**src/rtl/gf2m_iter_squarer.sv**
```systemverilog
// Iterated GF(2^m) squarer: c = a^(2^k) mod f, one squaring per clock.
// classic_squarer is the combinational bit-spread-and-reduce core it feeds back through.

module classic_squarer #(
  parameter int          M = 163,
  parameter logic [M-1:0] F = 163'hC9
) (
  input  logic [M-1:0] a,
  output logic [M-1:0] c
);

  // Full reduction polynomial including the x^M term, widened to the square's width.
  localparam logic [2*M-2:0] POLY = {{(M-2){1'b0}}, 1'b1, F};

  logic [2*M-2:0] t;

  always_comb begin
    t = '0;
    for (int i = 0; i < M; i++) begin
      t[2*i] = a[i];
    end
    for (int i = 2*M-2; i >= M; i--) begin
      if (t[i]) begin
        t = t ^ (POLY << (i - M));
      end
    end
    c = t[M-1:0];
  end

endmodule

module gf2m_iter_squarer #(
  parameter int           M  = 163,
  parameter logic [M-1:0] F  = 163'hC9,
  parameter int           KW = 8
) (
  input  logic          clk,
  input  logic          rst_n,
  input  logic          start,
  input  logic [M-1:0]  a,
  input  logic [KW-1:0] k,
  output logic          busy,
  output logic          done,
  output logic [M-1:0]  c
);

  // state  | meaning
  // IDLE   | waiting for start
  // RUN    | squaring r once per clock, cnt squarings left
  // DONE   | c valid, done high; a new start is accepted here too
  localparam logic [1:0] S_IDLE = 2'd0;
  localparam logic [1:0] S_RUN  = 2'd1;
  localparam logic [1:0] S_DONE = 2'd2;

  localparam logic [KW-1:0] CNT_ONE = {{(KW-1){1'b0}}, 1'b1};

  logic [1:0]    state;
  logic [M-1:0]  r;
  logic [KW-1:0] cnt;
  logic [M-1:0]  r_sq;

  classic_squarer #(.M(M), .F(F)) u_sq (
    .a (r),
    .c (r_sq)
  );

  always_ff @(posedge clk or negedge rst_n) begin
    if (!rst_n) begin
      state <= S_IDLE;
      r     <= '0;
      cnt   <= '0;
      c     <= '0;
      busy  <= 1'b0;
      done  <= 1'b0;
    end else begin
      case (state)
        S_RUN: begin
          r   <= r_sq;
          cnt <= cnt - CNT_ONE;
          if (cnt == CNT_ONE) begin
            state <= S_DONE;
            c     <= r_sq;
            busy  <= 1'b0;
            done  <= 1'b1;
          end
        end
        default: begin
          // IDLE and DONE both accept a start; DONE falls back to IDLE otherwise.
          done <= 1'b0;
          if (start) begin
            r   <= a;
            cnt <= k;
            if (k != '0) begin
              state <= S_RUN;
              busy  <= 1'b1;
            end else begin
              state <= S_DONE;
              c     <= a;
              done  <= 1'b1;
            end
          end else begin
            state <= S_IDLE;
          end
        end
      endcase
    end
  end

endmodule

```
**config.mk**
```make
export PLATFORM = sky130hd
export DESIGN_NAME = gf2m_iter_squarer
export DESIGN_NICKNAME = d
export VERILOG_FILES = /design/src/rtl/gf2m_iter_squarer.sv
export SDC_FILE = /design/constraint.sdc
export NUM_CORES = 1
export LEC_CHECK = 0
export CORE_MARGIN = 4
export CORE_UTILIZATION = 53
export DETAILED_ROUTE_END_ITERATION = 6
export MAX_ROUTING_LAYER = met4
export PLACE_DENSITY = 0.81
export SETUP_SLACK_MARGIN = 0.4
export SKIP_LAST_GASP = 1
export SYNTH_ARGS = -nofsm -noshare
export SYNTH_HDL_FRONTEND = slang
export SYNTH_HIERARCHICAL = 1
export SYNTH_SLANG_ARGS = --single-unit
```
**constraint.sdc**
```tcl
create_clock -name clk -period 2.09 [get_ports clk]
set_input_delay 0.418 -clock clk [delete_from_list [all_inputs] [get_ports clk]]
set_output_delay 0.418 -clock clk [all_outputs]
set_load 0.005 [all_outputs]
```
==> summary.txt <==
Critical path
  • Crit-path max FO: 8
  • CP startpoint kind: flip-flop
  • CP required: 2.50 ns
  • Crit-path slowest cell: dfrtp_2
  • Crit-path cells: nor4_4 > nand3_2 > o21ai_4 > buf_12 > buf_16 > buf_12 > buf_16 > mux2_4
  • Slowest stage delay, CP: around 0.44 ns
  • CP arrival: ~2.5 ns
  • Critical Path Sink Type: flip-flop
  • Crit Path Category: reg -> reg

Finish
  • Commonest non-fill, non-tap cell in the layout: nand2_1
  • Final Core Density: between 70% and 80%
  • Area grow syn2layout: 36.1%
  • Nets: 2,299
  • Register area: between 8000 and 9000 µm²
  • Most frequent cells in the layout: nand2_1 (492), dfrtp_1 (335), clkdlybuf4s50_1 (171)
  • Fillers: 2,297
  • Final Instance Area: around 25,000 µm²
  • Share of cells above drive strength 1: 17.4%
  • Multi-input combinational cell area: between 9000 and 10,000 µm²

Power
  • Comb pwr share: 49.2%
  • Peak supply drop: just under 1000 µV
  • Reg power frac: about a third
  • Static Leak: roughly 11 nW
  • Sw Ratio: 42.9%
  • Total power: 0.0388 W
  • Pwr dens: between 1500 and 2000 nW/µm²
  • Clock group share of total power: between 10% and 20%
  • Psw: between 0.015 and 0.02 W
  • Internal power: roughly 0.022 W

Routing
  • Drc violations: 0
  • Vias: between 10,000 and 15,000
  • DRT iter0 DRCs: ~1,500
  • DRT Wirelength: just over 60,000 µm
  • Pre-Repair DR Iteration Count: 6
  • Drt via density: approximately 5.7
  • Routed wire length per instance: ~23 µm
  • Final ANT Viol Nets: 0

Floorplanning
  • Initial Util: between 50 and 60%
  • I/O pins: around 340
  • Cell row count: 67
  • Die Area: between 30,000 and 40,000 µm²
  • Die Span X: ~190 µm
  • Core Area: roughly 34,000 µm²
  • Die height: about 190 µm

Yosys
  • Post-Synth Adder-Cell Area: 0.138%
  • Compound-Gate Fraction of Synth Area: approximately 5.5%
  • Ys flop type: dfrtp_1
  • Post-synthesis cell count: 1,711
  • Synthesized flop and latch total: ~340
  • Synth Area in Simple Gates: between 10% and 20%
  • Mean Syn Cell Area: approximately 11 µm²
  • Multiplexer share of the synthesized area: between 20% and 30%
  • Ys async rst share: between 90% and 100%
  • Mapped Nets: 1,887
  • Main combinational cell family by area after synthesis: multiplexers
  • Distinct cells, synth: 44
  • Synth warn: 6
  • Cell area after synthesis: approximately 18,000 µm²
  • Post-Synth XOR/XNOR Area: between 10 and 15%
  • Sequential-to-total area share from yosys stat: 46.5%
  • Number of synthesized flops with an enable pin: 0

Global routing
  • Initial antenna violation count: 3
  • GRT overflow: 0
  • Global-route wire length before repair: 89,000 µm
  • GRT Resource Usage Total: a little under a third
  • Vias in the first global route: 15,300
  • Largest net degree at the start of global routing: around 120

Timing
  • Worst slew pin tran: between 0.8 and 0.9 ns
  • Peak Freq: 0.482 GHz
  • RSZ-0062 raised after global routing: yes
  • Clk_skew: around 0.017 ns
  • Setup TNS Final: 0 ns
  • Slew Limit Fails: 0
  • Final hold violation count: 0
  • Slew margin rel.: 41.4%
  • Fin crit period: approximately 2.1 ns
  • Tcrit/Tclk final: roughly 100%
  • Setup ws final: ~0.016 ns
  • Finish-stage setup viols: 0

Clock tree
  • CTS tree: done
  • Worst skew pair latency: 0.53 ns
  • Worst-path clk slew: 0.06 ns
  • CTS sink count: 337
  • Deepest clock path buffer count: 3
  • Clock root buffer: clkbuf_16
  • H-Tree Depth: 2
  • Num CTS Buffers: 37

Job
  • Max-Cap Viols: 0

Place
  • Dpl hpwl: 38,500 µm
  • Pre-CTS setup slack: -0.364 ns
  • Final RePlAce weighted congestion: between 0.8 and 0.9
  • Placed Area: approximately 22,000 µm²
  • # port buffers: around 340

Status
  • Status: completed

Worst hold path
  • Hold Path Class: in -> reg
==> area by class of cell <==
type	instances	share of cell area (%)
flip-flops and latches	337	34.2
clock buffers	50	4.36
inverters	2	0.0304
clock inverters	14	0.715
diodes	4	0.0405
well taps	448	2.27
multi-input cells	1276	38.0
repair buffers	469	20.4
==> path summary, 6_finish.rpt <==
kind | from | to | slack, ns | cells after the start
worst max-delay path | cnt[3]$_DFFE_PN0P_ | c[59]$_DFFE_PN0P_ | 0.02 | 8
min in group asynchronous | rst_n | r[112]$_DFFE_PN0P_ | 0.35 | 2
max in group asynchronous | rst_n | cnt[5]$_DFFE_PN0P_ | 0.92 | 3
worst min register to register | c[12]$_DFFE_PN0P_ | c[12]$_DFFE_PN0P_ | 0.50 | 1
worst max register to register | cnt[3]$_DFFE_PN0P_ | c[59]$_DFFE_PN0P_ | 0.02 | 8
worst min-delay path | start | cnt[6]$_DFFE_PN0P_ | 0.32 | 4
==> per-layer routing <==
layer | up-vias | global-route usage, % | share of wire (%)
met5 | - | - | 0
met4 | 0 | 10.9 | 3.9
met3 | 160 | 6.57 | 8.6
met2 | 756 | 51.8 | 48
met1 | 7362 | 40.1 | 40
li1 | 6514 | - | -
==> cells by family after synthesis <==
family / Yosys count
AO/OA/AOI/OAI: 185
XOR/XNOR: 245
adder cells (fa/ha/maj): 2
buffers and inverters: 98
flip-flops: 337
multiplexers: 326
AND/OR/NAND/NOR: 518
==> power groups by stage <==
stage	clock network [W]	registers [W]	logic, W
final	0.00684	0.0129	0.0191
after global routing	0.00717	0.0131	0.0211
after CTS	0.00688	0.0127	0.0183
after detailed placement	0	0.0128	0.0176
after global placement	0	0.0127	0.0171
after floorplan	0	0.0115	0.0126
==> Yosys cell counts (2+ instances only) <==
cell / count / share of area [%]
buf_2: 29 / 0.80
inv_1: 2 / 0.041
a21oi_1: 5 / 0.14
buf_6: 6 / 0.37
mux2i_1: 163 / 9.0
mux2_1: 62 / 3.9
xnor3_1: 3 / 0.37
buf_12: 11 / 1.2
nor3_1: 3 / 0.083
dfrtp_1: 337 / 47
nand2_1: 493 / 10
xor2_1: 83 / 4.0
nor2_1: 7 / 0.14
buf_1: 4 / 0.083
xnor2_1: 158 / 7.6
nand3_1: 5 / 0.14
ha_1: 2 / 0.14
or3_1: 2 / 0.069
o21ai_0: 74 / 2.0
mux2_4: 100 / 8.3
clkbuf_1: 45 / 0.93
o21ba_1: 2 / 0.11
nor4_1: 2 / 0.069
o21ai_1: 93 / 2.6
==> flip-flops by register name, summed over array words and instances (netlist names) <==
| signal | cells |
|---|---|
| c | 163 |
| r | 163 |
| cnt | 8 |
| done | 1 |
| state | 1 |
| busy | 1 |
==> critical path: cells and delay by family (launching register included) <==
family                 cells  cell delay, ns
muxes                      1            0.30
AOI/OAI and AO/OA          1            0.13
and+or+nand+nor            2            0.52
DFF                        1            0.44
buffers and inverters      4            0.56
==> metrics by stage <==
stage / instances / hold slack, ns
5_1_grt: 2599 / 0.338
3_3_place_gp: 2434 / 0.302
4_1_cts: 2582 / 0.291
6_report: 2600 / 0.320
2_1_floorplan: 1711 / 0.122
3_5_place_dp: 2434 / 0.302
==> what timing repair did <==
action | CTS | global route
hold endpoints to repair | 21 | 0
resized for setup | 256 | 17
buffers inserted | 70 | 8
endpoints found under the setup margin | 378 | 197
hold buffers | 1 | 0
cloned | 13 | 6
pin swaps | 5 | 5
(Power assumes the default switching activity.)
